<file path="config.mk">
export PLATFORM = sky130hd
export DESIGN_NAME = ram_port_arbiter
export DESIGN_NICKNAME = d
export VERILOG_FILES = /design/src/rtl/ram_port_arbiter.sv
export SDC_FILE = /design/constraint.sdc
export NUM_CORES = 1
export LEC_CHECK = 0
export BUFFER_PORTS_ARGS = -buffer_cell sky130_fd_sc_hd__buf_2
export CAP_MARGIN = 5
export CORE_UTILIZATION = 26
export CTS_BUF_LIST = sky130_fd_sc_hd__clkbuf_4
export DETAILED_ROUTE_END_ITERATION = 10
export GPL_TIMING_DRIVEN = 0
export RECOVER_POWER = 50
export SLEW_MARGIN = 40
export SYNTH_ARGS = -nofsm -noshare
export SYNTH_HDL_FRONTEND = slang
export SYNTH_SLANG_ARGS = --single-unit
</file>
<file path="constraint.sdc">
create_clock -name clk -period 4.5 [get_ports clk]
set_input_delay 0.9 -clock clk [delete_from_list [all_inputs] [get_ports clk]]
set_output_delay 0.9 -clock clk [all_outputs]
set_load 0.01 [all_outputs]
</file>
<file path="src/rtl/ram_port_arbiter.sv">
// Two-port arbiter in front of the single-port system RAM: BIOS (m0) owns it
// during boot, then BIOS and core share it round-robin with read-owner tracking.
module ram_port_arbiter #(
    parameter int ADDR_WIDTH = 32,
    parameter int DATA_WIDTH = 32,
    parameter int RD_LATENCY = 1
) (
    input  logic                    clk,
    input  logic                    rst_n,
    input  logic                    i_booted,
    input  logic                    m0_valid,
    output logic                    m0_ready,
    input  logic                    m0_we,
    input  logic [DATA_WIDTH/8-1:0] m0_be,
    input  logic [ADDR_WIDTH-1:0]   m0_addr,
    input  logic [DATA_WIDTH-1:0]   m0_wdata,
    output logic                    m0_rsp_valid,
    output logic [DATA_WIDTH-1:0]   m0_rsp_rdata,
    input  logic                    m1_valid,
    output logic                    m1_ready,
    input  logic                    m1_we,
    input  logic [DATA_WIDTH/8-1:0] m1_be,
    input  logic [ADDR_WIDTH-1:0]   m1_addr,
    input  logic [DATA_WIDTH-1:0]   m1_wdata,
    output logic                    m1_rsp_valid,
    output logic [DATA_WIDTH-1:0]   m1_rsp_rdata,
    output logic                    o_ram_read_req,
    output logic                    o_ram_write_enable,
    output logic [DATA_WIDTH/8-1:0] o_ram_byte_enable,
    output logic [ADDR_WIDTH-1:0]   o_ram_addr,
    output logic [DATA_WIDTH-1:0]   o_ram_write_data,
    input  logic [DATA_WIDTH-1:0]   i_ram_read_data
);
    localparam int BE_W = DATA_WIDTH / 8;

    typedef enum logic [1:0] {BOOT, DRAIN, SHARED} mode_t;

    mode_t mode, mode_nxt;
    logic  last_grant;                   // 0 = m0, 1 = m1
    logic  [1:0] gnt, rdy;
    logic  xfer, xfer_port;

    logic [1:0]                 req_we;
    logic [1:0][BE_W-1:0]       req_be;
    logic [1:0][ADDR_WIDTH-1:0] req_addr;
    logic [1:0][DATA_WIDTH-1:0] req_wdata;

    // Owner tag travels alongside each read; stage RD_LATENCY lines up with read data.
    logic [RD_LATENCY:0] vld_pipe;
    logic [RD_LATENCY:0] tag_pipe;
    logic                pipe_empty;

    assign req_we    = {m1_we, m0_we};
    assign req_be    = {m1_be, m0_be};
    assign req_addr  = {m1_addr, m0_addr};
    assign req_wdata = {m1_wdata, m0_wdata};

    assign pipe_empty = ~|vld_pipe;

    always_ff @(posedge clk or negedge rst_n) begin
        if (!rst_n) mode <= BOOT;
        else        mode <= mode_nxt;
    end

    always_comb begin
        mode_nxt = mode;
        gnt      = 2'b00;
        case (mode)
            BOOT: begin
                gnt[0] = m0_valid;
                if (i_booted) mode_nxt = DRAIN;
            end
            DRAIN: begin
                if (!i_booted)      mode_nxt = BOOT;
                else if (pipe_empty) mode_nxt = SHARED;
            end
            SHARED: begin
                if (m0_valid && m1_valid) gnt = last_grant ? 2'b01 : 2'b10;
                else                      gnt = {m1_valid, m0_valid};
                if (!i_booted) mode_nxt = BOOT;
            end
            default: mode_nxt = BOOT;
        endcase
    end

    assign rdy       = gnt & {2{rst_n}};
    assign m0_ready  = rdy[0];
    assign m1_ready  = rdy[1];
    assign xfer      = |rdy;
    assign xfer_port = rdy[1];

    always_ff @(posedge clk or negedge rst_n) begin
        if (!rst_n) begin
            last_grant         <= 1'b1;
            o_ram_read_req     <= 1'b0;
            o_ram_write_enable <= 1'b0;
            o_ram_byte_enable  <= '0;
            o_ram_addr         <= '0;
            o_ram_write_data   <= '0;
            vld_pipe           <= '0;
            tag_pipe           <= '0;
        end else begin
            o_ram_read_req     <= xfer & ~req_we[xfer_port];
            o_ram_write_enable <= xfer &  req_we[xfer_port];
            vld_pipe           <= {vld_pipe[RD_LATENCY-1:0], xfer & ~req_we[xfer_port]};
            tag_pipe           <= {tag_pipe[RD_LATENCY-1:0], xfer_port};
            if (xfer) begin
                last_grant        <= xfer_port;
                o_ram_addr        <= req_addr[xfer_port];
                o_ram_write_data  <= req_wdata[xfer_port];
                o_ram_byte_enable <= req_we[xfer_port] ? req_be[xfer_port] : {BE_W{1'b1}};
            end
        end
    end

    assign m0_rsp_valid = vld_pipe[RD_LATENCY] & ~tag_pipe[RD_LATENCY];
    assign m1_rsp_valid = vld_pipe[RD_LATENCY] &  tag_pipe[RD_LATENCY];
    assign m0_rsp_rdata = i_ram_read_data;
    assign m1_rsp_rdata = i_ram_read_data;
endmodule

</file>
Yosys cells after proc, flatten, opt, wreduce, memory -nomap -nowiden
Cells that the tools add are included.
- memories kept: 0
- bits in writable memories: 0
- ROM bits: 0
- latch bits: 0
- bits of input ports: 175
- flip-flop bits (word level): 77
- logic and storage cells: 45
- $add $sub $neg: 0
- equal/unequal tests: 5
- $mul: 0
- shift-type cells: 0
- multiplexer cells: 18
- $lt $le $gt $ge: 1
- bitwise gates (word level): 7
- reduce and logical (&&, ||, !) cells: 5
- divide/modulo/power cells: 0
- operators by type and width (cell ; count):
    $mux W32 ; 4
    $mux W2 ; 6
    $mux W4 ; 3
    $pmux W2 S3 ; 1
    $and A1 B1 Y1 ; 4
    $ne A2 B2 Y1 const B ; 2
    $reduce_or A2 Y1 ; 2
    $mux W1 ; 3
    $ne A3 B3 Y1 const B ; 1
    $reduce_and A3 Y1 ; 1
    $and A2 B2 Y2 ; 1
    $eq A2 B1 Y1 const B ; 1
    $eq A2 B2 Y1 const B ; 1
    $logic_not A2 Y1 ; 1
    $lt A1 B2 Y1 const B ; 1
    $not A1 Y1 ; 2
    $pmux W1 S2 ; 1
    $logic_and A1 B1 Y1 ; 1

Longest topological paths before layout
Gate-level depths: netlist of the first run.
- depth after elaboration: 8
- mapped depth: 6

Worst setup path after synthesis of the first run
Ideal clock, no wire load.
- path type: input-to-output
- start: input m0_valid
- end: output m1_ready
- arrival: 1.548 ns
- stages on the path: 4
- buffers on the path: 2
- setup slack: 2.052 ns
- path through: and2_1 buf_4 buf_6 nor2_1
- cells in the longest elaborated chain, start to end: 4
- ends and longest elaborated chain (what ; RTL line ; text):
    from (decl) ; 11 ; input logic m0_valid,
    $logic_and A1 B1 Y1 ; 78 ; if (m0_valid && m1_valid) gnt = last_grant ? 2'b01 : 2'b10;
    $mux W2 ; 78 ;
    $mux W1 ; 68 ; case (mode)
    $and A2 B2 Y2 ; 86 ; assign rdy = gnt & {2{rst_n}};
    to (decl) ; 20 ; output logic m1_ready,
No other way between the ends.

Final worst setup path of the first run
- start: input rst_n
- end: output m1_ready
- cells in the longest elaborated chain, start to end: 1
- ends and longest elaborated chain (what ; RTL line ; text):
    from (decl) ; 9 ; input logic rst_n,
    $and A2 B2 Y2 ; 86 ;
No other way between the ends.

==> flow_summary.toml, run 1 <==
[outcome]
status = "finished, violations left"
failed_checks = "DRC, capacitance limit, slew limit"

[logic_synthesis]
synthAdderAreaFrac = 0
ys_seq_elements = 76
synthCells = 324
muxShareOfSynthArea = 0.00254
avgSynthCellArea_um2 = 12.2
ys_seq_area_frac = 0.483
synth_area_mm2 = 0.00394
synth_top_family_by_area = "compound AO/OA/AOI/OAI gates"
synth-xor-area-share = 0
synthSimpleGateAreaFrac = 0.158
yosysWarnings = 0
synth_nets = 499
synth_compound_area_frac = 0.185
synth_cell_types = 26

[worst_setup_path]
endpoint_kind = "output port"
cp-start-kind = "input pin"
r2r-start = "mode[1]"
worst-setup-path-type = "input pin to output port"
r2r-end = "o_ram_write_data[0]"
rrSetupSlack_ns = 1.76
path_max_fanout = 37
critPathRequiredTime_ns = 3.60
reg2reg_depth = 4
arrival_ns = 2.43

[die]
coreArea_mm2 = 0.0146
initial_core_util = 0.269
dieHeight_um = 125
die_w_um = 125
rows = 44
ios = 313
die_area_mm2 = 0.0156

[routing]
via_per_inst = 4.70
wl_met2_mm = 6.05
drcViolationCount = 46
antenna_left = 0
route.top_layer_used = "met4"
drt_first_pass_iters = 7
drt-met1-wl_mm = 5.03
wl_mm = 12.3
wl_met3_mm = 1.04
drt-initial-drc-count = 152
vias = 3781
routedWlPerCell_um = 15.3

[grt]
grt_pass1_wl_mm = 18.9
grt_pass1_vias = 3760
grt_max_degree = 43
grt-ovfl-total = 0
antenna_found_initial = 0
grt_usage = 0.155

[clock_network]
cts_buffer_depth = 2
cts_resized = 0
ctsHoldBuffers = 0
htree_num_levels = 3
postCtsSetupRepairBufs = 0
cts_buffers = 9
clk_pin_slew_worst_paths_ns = 0.12
clock-sinks = 76
cts_tree = "done"
root_buffer = "clkbuf_4"
worst_skew_pair.late_latency_ns = 0.45

[power_and_ir_drop]
p_leak_nw = 2.85
power.density_mw_per_mm2 = 383
p_sw_mw = 0.685
power_frac_seq = 0.437
irDropWorstVdd_uv = 152
clockPowerShare = 0.247
p_int_mw = 1.50
power_frac_comb = 0.316
switching_share = 0.314
power_mw = 2.18

[finish]
drive_gt1_frac = 0.575
area_growth_pct = 45.0
diodes = 0
final_nets = 791
n_fill_cell = 1504

[sta]
maxSlewHeadroom = -0.501
fin_skew_ns = 0.0109
tightest_slew_ns = 2.25
period_minus_slack_ns = 3.33
grt_setup_unrepaired = "no"
maxSlewViolCount = 54
max_freq_mhz = 300
fin_tns_setup_ns = 0
setup_viol = 0
finalCritPeriodShare = 0.740
final-hold-violation-count = 0

[place]
hpwl_mm = 9.55
portBuffers = 280
place.gp.congestion = 0.773

[worst_hold_path]
hold_class = "input pin to async pin"

[flow_run]
drv_cap = 2
-- cell type report --
| type | instances | area [µm²] | area share |
|---|---|---|---|
| Buffer | 92 | 664 | 0.116 |
| Clock inverter | 6 | 111 | 0.0195 |
| Tap cell | 184 | 230 | 0.0403 |
| Sequential cell | 76 | 1900 | 0.333 |
| Inverter | 1 | 3.75 | 0.000658 |
| Multi-Input combinational cell | 155 | 1350 | 0.236 |
| Clock buffer | 10 | 75.1 | 0.0132 |
| Timing Repair Buffer | 281 | 1370 | 0.240 |
-- state kept, by name (all words and copies together) (netlist names) --
| register | cells |
|---|---|
| last_grant | 1 |
| mode | 2 |
| o_ram_addr | 32 |
| o_ram_byte_enable | 4 |
| o_ram_write_data | 32 |
| o_ram_write_enable | 1 |
| tag_pipe | 2 |
| vld_pipe | 2 |
-- power by group through the flow --
stage          clock, mW  combinational [mW]  sequential [mW]
6_report           0.540               0.690            0.954
3_5_place_dp           0               0.725            0.959
2_1_floorplan          0               0.303             1.03
4_1_cts            0.567               0.724            0.952
5_1_grt            0.597               0.747            0.978
3_3_place_gp           0               0.713            0.958
-- stage by stage --
| step | hold WS (ns) | utilization | instance area (µm²) | instances | setup WS [ns] |
|---|---|---|---|---|---|
| after floorplan | 0.331 | - | 3940 | 324 | 2.05 |
| after global placement | 0.337 | 0.380 | 5570 | 788 | 0.155 |
| after detailed placement | 0.337 | 0.382 | 5600 | 789 | 1.35 |
| after CTS | 0.275 | 0.395 | 5780 | 805 | 1.35 |
| after global routing | 0.280 | 0.390 | 5710 | 805 | 0.979 |
| final | 0.321 | 0.390 | 5710 | 805 | 1.17 |
-- cell families (layout without fill, tap and decap cells) --
group | after synthesis | count (layout)
AOI/OAI and AO/OA | 73 | 73
buffers and inverters | 93 | 390
DFF | 76 | 76
muxes | 1 | 1
and+or+nand+nor | 81 | 81
-- synth_stat cells --
cell type,count,share of area
a221o_1,64,0.16
a22o_1,1,0.0022
and2_1,4,0.0064
and2b_4,1,0.0025
and3b_1,1,0.0022
buf_2,15,0.019
buf_4,68,0.13
buf_6,7,0.020
clkbuf_1,2,0.0019
dfrtp_1,75,0.48
dfstp_2,1,0.0067
inv_2,1,0.00095
mux2i_1,1,0.0025
nand3_2,1,0.0025
nand3b_1,1,0.0019
nand4_1,1,0.0016
nand4b_2,1,0.0038
nor2_1,1,0.00095
nor2b_1,1,0.0016
nor3b_1,64,0.12
o21a_1,2,0.0038
o21ai_2,1,0.0022
o221a_2,4,0.011
o32ai_1,1,0.0022
or3b_2,1,0.0022
or4b_1,4,0.010
-- how the worst max path moves through the flow --
| stage | from | endpoint | depth (start not counted) |
|---|---|---|---|
| 2_1_floorplan | m0_valid | m1_ready | 4 |
| 3_3_place_gp | rst_n | m1_ready | 5 |
| 3_5_place_dp | rst_n | m1_ready | 5 |
| 4_1_cts | rst_n | m1_ready | 5 |
| 5_1_grt | rst_n | m1_ready | 5 |
| 6_report | rst_n | m1_ready | 5 |
-- cells in the final DEF (no fill, tap or decap), types with 2 or more instances in the layout --
cell type / synthesis / layout
buf_2: 15 / 256
clkbuf_4: 0 / 10
and2_1: 4 / 2
nor3b_1: 64 / 64
buf_6: 7 / 8
dfrtp_1: 75 / 75
o21a_1: 2 / 2
buf_4: 68 / 68
or4b_1: 4 / 4
clkbuf_1: 2 / 41
a221o_1: 64 / 64
o221a_2: 4 / 4
bufinv_16: 0 / 3
and2_0: 0 / 2
-- metal layers --
layer,vias up,global-route usage
met4,0,0.0588
met2,201,0.265
met1,1792,0.184
met5,-,0
met3,16,0.0471
li1,1772,-
-- worst max-delay path: stages --
cell      delay, ns
buf_6          0.28
nand4b_1       0.35
clkbuf_1       0.39
nor2_1         0.30
buf_2          0.20
Power figures use the tool's default switching activity.
==> run 2, diff against run 1 <==
==> constraint.sdc (replaced) <==
create_clock -name clk -period 3.39 [get_ports clk]
set_input_delay 0.678 -clock clk [delete_from_list [all_inputs] [get_ports clk]]
set_output_delay 0.678 -clock clk [all_outputs]
set_load 0.01 [all_outputs]
==> run 2 against run 1 <==
  * The flow still finishes with violations (DRC, capacitance limit, slew limit)
  * Global-route usage did not move
  * Worst hold slack worse by 0.22 ns
  * Clock power rose by 33%
  * Critical path depth unchanged
  * Clock skew about the same
  * Register-to-register slack worse by 0.42 ns
  * Cell count unchanged
  * Worst setup slack worse by 0.65 ns
==> flow_summary.toml, run 2 (same netlist as run 1, synthesis figures left out) <==
[worst_setup_path]
worst-setup-path-type = "input pin to output port"
cp-start-kind = "input pin"
critPathSlowestCell = "clkbuf_1"
crit_buf_inv = 3
path_max_fanout = 37
arrival_ns = 2.20
crit_family = "buffers and inverters"
critPathRequiredTime_ns = 2.71
crit_chain = "buf_6, nand4b_1, clkbuf_1, nor2_1, buf_2"
slowest_delay_ns = 0.39
endpoint_kind = "output port"

[outcome]
failed_checks = "DRC, capacitance limit, slew limit"
status = "finished, violations left"

[clock_network]
postCtsSetupRepairBufs = 0
cts_resized = 0
root_buffer = "clkbuf_4"
cts_tree = "done"
clk_pin_slew_worst_paths_ns = 0.12
ctsHoldBuffers = 0
worst_skew_pair.late_latency_ns = 0.45
cts_buffers = 9
clock-sinks = 76
htree_num_levels = 3
cts_buffer_depth = 2

[grt]
grt_usage = 0.155
grt_pass1_vias = 3760
grt_max_degree = 43
grt_pass1_wl_mm = 18.9
grt-ovfl-total = 0
antenna_found_initial = 0

[die]
die_area_mm2 = 0.0156
initial_core_util = 0.269
dieHeight_um = 125
ios = 313
die_w_um = 125
coreArea_mm2 = 0.0146
rows = 44

[sta]
final-hold-violation-count = 0
finalCritPeriodShare = 0.848
period_minus_slack_ns = 2.88
tightest_slew_ns = 2.26
maxSlewViolCount = 43
maxSlewHeadroom = -0.506
setup_viol = 0
fin_skew_ns = 0.0111
grt_setup_unrepaired = "no"
max_freq_mhz = 348

[finish]
final_cell_area_mm2 = 0.00568
drive_gt1_frac = 0.541
final_nets = 791
area_growth_pct = 44.4
final_cell_mix = "234 x buf_2, 75 x dfrtp_1, 68 x buf_4"
largest_registers = "o_ram_addr: 32 flops, o_ram_write_data: 32 flops, o_ram_byte_enable: 4 flops"
diodes = 0
mostFrequentLayoutCell = "buf_2"

[place]
place.gp.congestion = 0.773
portBuffers = 280
hpwl_mm = 9.55
post_dp_cell_area_mm2 = 0.00560

[power_and_ir_drop]
power.density_mw_per_mm2 = 513
p_leak_nw = 2.80
power_mw = 2.92
irDropWorstVdd_uv = 202

[routing]
drt-initial-drc-count = 143
drt_first_pass_iters = 7
wl_mm = 12.4
drcViolationCount = 46
vias = 3762
antenna_left = 0
routedWlPerCell_um = 15.3
via_per_inst = 4.67

[flow_run]
drv_cap = 1

[worst_hold_path]
hold_class = "input pin to async pin"
## run 2: report_power, final
| part | internal [mW] | total (mW) | switching, mW |
|---|---|---|---|
| logic | 0.495 | 0.935 | 0.441 |
| clock network | 0.383 | 0.718 | 0.335 |
| registers | 1.13 | 1.26 | 0.133 |
## run 2: metrics by stage
step	worst slack, ns	hold slack (ns)	std cells	util	TNS [ns]
after CTS	0.682	0.0532	805	0.395	0
after detailed placement	0.687	0.337	789	0.382	0
after global placement	-0.511	0.337	788	0.380	-2.44
after floorplan	1.39	0.331	324	-	0
after global routing	0.297	0.0577	805	0.388	0
final	0.515	0.0989	805	0.388	0
## run 2: path summary, 6_finish.rpt
path | from | end | slack, ns | cells after the start
setup / recovery | rst_n | m1_ready | 0.51 | 5
hold / removal | rst_n | o_ram_addr[27] | 0.1 | 1
max in group asynchronous | rst_n | o_ram_write_data[3] | 0.86 | 2
min in group clk | tag_pipe[0] | tag_pipe[1] | 0.36 | 0
setup reg to reg | mode[1] | o_ram_write_data[19] | 1.34 | 5
hold reg to reg | tag_pipe[0] | tag_pipe[1] | 0.36 | 0
## run 2: worst reg2reg max path, delay by kind of cell (launching register included)
family          cells  cell delay, ns
compound gates      1            0.27
buf+inv             2            0.88
flops               1            0.44
simple gates        2            0.36
## run 2: layer usage
layer  GRT usage  vias to the layer above  wire, µm
met3      0.0471                       16      1100
met2       0.265                      204      6030
met5           0                        -         0
li1            -                     1771         -
met1       0.184                     1771      5030
met4      0.0588                        0       188
## run 2: final cells by class
| type | instances | area, µm² |
|---|---|---|
| Fill cell | 1520 | 8960 |
| Tap cell | 184 | 230 |
| Inverter | 1 | 3.75 |
| Buffer | 92 | 671 |
| Multi-Input combinational cell | 155 | 1350 |
| Timing Repair Buffer | 281 | 1340 |
| Clock inverter | 6 | 111 |
| Sequential cell | 76 | 1900 |
| Clock buffer | 10 | 75.1 |
==> run 3, diff against run 2 <==
--- a/config.mk
+++ b/config.mk
@@ -5,6 +5,7 @@
 export SDC_FILE = /design/constraint.sdc
 export NUM_CORES = 1
 export LEC_CHECK = 0
+export ABC_AREA = 1
 export BUFFER_PORTS_ARGS = -buffer_cell sky130_fd_sc_hd__buf_2
 export CAP_MARGIN = 5
 export CORE_UTILIZATION = 26
==> constraint.sdc (replaced) <==
create_clock -name clk -period 2.76 [get_ports clk]
set_input_delay 0.552 -clock clk [delete_from_list [all_inputs] [get_ports clk]]
set_output_delay 0.552 -clock clk [all_outputs]
set_load 0.01 [all_outputs]
==> run 3 against run 2 <==
  * The run ends with capacitance limit, slew limit left
  * First-iteration DRC count down 8.4%
  * Global-route usage down 0.099 points
  * Flip-flop and latch count unchanged
  * Clock-buffer cell count unchanged
  * Cell count up 20%
  * Clock skew up 0.0011 ns
  * Area after synthesis down 1.7%
  * Synthesized cell count up 50%
  * Worst setup slack worse by 0.073 ns
  * Sequential share of layout area up 0.90 points
  * Die area down 1.7%
  * Critical path type is now flop to output port
  * Largest cell class unchanged
==> flow_summary.toml, run 3 <==
[worst_hold_path]
hold_class = "input pin to async pin"

[place]
place_inst = 950
place.gp.congestion = 0.738
hpwl_mm = 9.49
place_ws_ns = 0.263
post_dp_cell_area_mm2 = 0.00553
portBuffers = 280

[power_and_ir_drop]
irDropWorstVdd_uv = 243
clockPowerShare = 0.167
p_sw_mw = 1.22
switching_share = 0.363
p_int_mw = 2.15
power_frac_seq = 0.472
power_mw = 3.37
power.density_mw_per_mm2 = 608
p_leak_nw = 3.13
power_frac_comb = 0.361

[routing]
vias = 3991
drt-initial-drc-count = 131
routedWlPerCell_um = 12.9
antenna_left = 0
wl_mm = 12.5
drt_first_pass_iters = 4
via_per_inst = 4.13
drcViolationCount = 0

[worst_setup_path]
path_max_fanout = 11
cp-start-kind = "flop"
critPathSlowestCell = "dfrtp_1"
critPathRequiredTime_ns = 2.21
crit_family = "buffers and inverters"
crit_path_frequent_cell = "buf_2"
crit_buf_inv = 3
endpoint_kind = "output port"
slowest_delay_ns = 0.46
arrival_ns = 1.77
worst-setup-path-type = "flop to output port"
crit_chain = "nor2_4, nand3_4, inv_1, buf_2, buf_2"

[logic_synthesis]
synth_edf_count = 0
avgSynthCellArea_um2 = 7.98
netlist_top_cells_count = "219 x nand2_1, 75 x dfrtp_1, 71 x buf_4, 67 x nand3_1, 18 x inv_1"
synth_most_common_cell = "nand2_1"
synth_area_mm2 = 0.00387
ys.flop_type = "dfrtp_1"
ys_seq_elements = 76
yosysWarnings = 0
synth_top_area_share = 0.485
ys_async_sr_fraction = 1.00
synth_nets = 660
synth_cell_types = 19
ys_seq_area_frac = 0.492
synthCells = 485
netlist.top_cell.by_area = "dfrtp_1"
yosys-top-cells-area = "dfrtp_1 48%, nand2_1 21%, buf_4 14%"

[finish]
final_cell_area_mm2 = 0.00554
final_core_util = 0.381
largest_registers = "o_ram_addr: 32 flops, o_ram_write_data: 32 flops, o_ram_byte_enable: 4 flops"
mostFrequentLayoutCell = "buf_2"
area_growth_pct = 43.0
final_cell_mix = "226 x buf_2, 219 x nand2_1, 75 x dfrtp_1"
drive_gt1_frac = 0.410
final_nets = 954
n_fill_cell = 1606
stdcell_count = 967

[sta]
maxSlewViolCount = 36
grt_setup_unrepaired = "no"
tightest_slew_ns = 1.97
period_minus_slack_ns = 2.32
fin_skew_ns = 0.0122
max_freq_mhz = 431
fin_tns_setup_ns = 0
finalCritPeriodShare = 0.840
whs_ns = 0.0710
final-hold-violation-count = 0
maxSlewHeadroom = -0.311
setup_viol = 0
layout_setup_ws_ns = 0.442

[clock_network]
htree_num_levels = 3
cts_tree = "done"
clock-sinks = 76
cts_buffers = 9
cts_resized = 0
clk_pin_slew_worst_paths_ns = 0.12
worst_skew_pair.late_latency_ns = 0.43
root_buffer = "clkbuf_4"
cts_buffer_depth = 2

[die]
initial_core_util = 0.266
ios = 313
dieHeight_um = 124
die_area_mm2 = 0.0154
rows = 44
coreArea_mm2 = 0.0145
die_w_um = 124

[grt]
antenna_found_initial = 0
grt_usage = 0.154
grt_pass1_vias = 3439
grt_max_degree = 36
grt-ovfl-total = 0
grt_pass1_wl_mm = 17.6

[outcome]
status = "finished, violations left"
failed_checks = "capacitance limit, slew limit"

[flow_run]
drv_cap = 1
[run 3: cell count changes in the layout (fill, tap and decap cells not counted), sizes merged, moves of 10 or more]
cell / delta
a221o: -64
inv: +18
nor3b: -64
nand3: +67
buf: -10
nand2: +221
[run 3: repair_timing]
item | CTS | global route
hold buffers | 2 | 0
endpoints found under the setup margin | 0 | 0
endpoints found under the hold margin | 22 | 0
buffers inserted | 0 | 0
[run 3: cells by family (layout without fill, tap and decap cells)]
logic type,Yosys count,count (layout),share of synthesized area
flip-flops,76,76,0.492
other,0,1,0
buffers and inverters,106,403,0.179
AND/OR/NAND/NOR,299,299,0.323
AO/OA/AOI/OAI,4,4,0.00582
[run 3: power by group through the flow]
stage               logic (mW)  registers [mW]  clock network [mW]
floorplan                0.471            1.76                   0
global placement          1.24            1.60                   0
detailed placement        1.26            1.61                   0
CTS                       1.26            1.59               0.601
global route              1.37            1.63               0.636
finish                    1.22            1.59               0.562
[run 3: final cells by class]
cell class / instances / area [µm²] / area share
clock buffers: 10 / 75.1 / 0.0136
diodes: 1 / 2.50 / 0.000452
inverters: 21 / 80.1 / 0.0145
plain buffers: 85 / 614 / 0.111
clock inverters: 4 / 18.8 / 0.00339
multi-input cells: 303 / 1270 / 0.230
repair buffers: 283 / 1340 / 0.242
well taps: 184 / 230 / 0.0416
flip-flops and latches: 76 / 1900 / 0.344
[run 3: worst paths after layout]
kind                              from                    to  slack (ns)  cells past startpoint
min                              rst_n            last_grant        0.07                      1
max                            mode[0]              m1_ready        0.44                      5
min in group clk           m0_wdata[4]   o_ram_write_data[4]        0.32                      3
max in group asynchronous        rst_n        o_ram_addr[12]        0.83                      2
max reg2reg                 last_grant  o_ram_write_data[25]        1.06                      8
min reg2reg                tag_pipe[0]           tag_pipe[1]        0.38                      0
[run 3: worst register-to-register path: cells and delay by family, from the launching register on]
kind / cells / cell delay, ns
flops: 1 / 0.55
simple gates: 5 / 0.56
buf+inv: 3 / 0.52
[run 3: metal layers]
| metal | vias to the layer above | GRT usage | wire, µm | part of all wire |
|---|---|---|---|---|
| met5 | - | 0 | 0 | 0 |
| met4 | 0 | 0.0640 | 228 | 0.018 |
| met3 | 15 | 0.0398 | 957 | 0.077 |
| met2 | 179 | 0.254 | 5970 | 0.48 |
| met1 | 1764 | 0.191 | 5310 | 0.43 |
| li1 | 2033 | - | - | - |
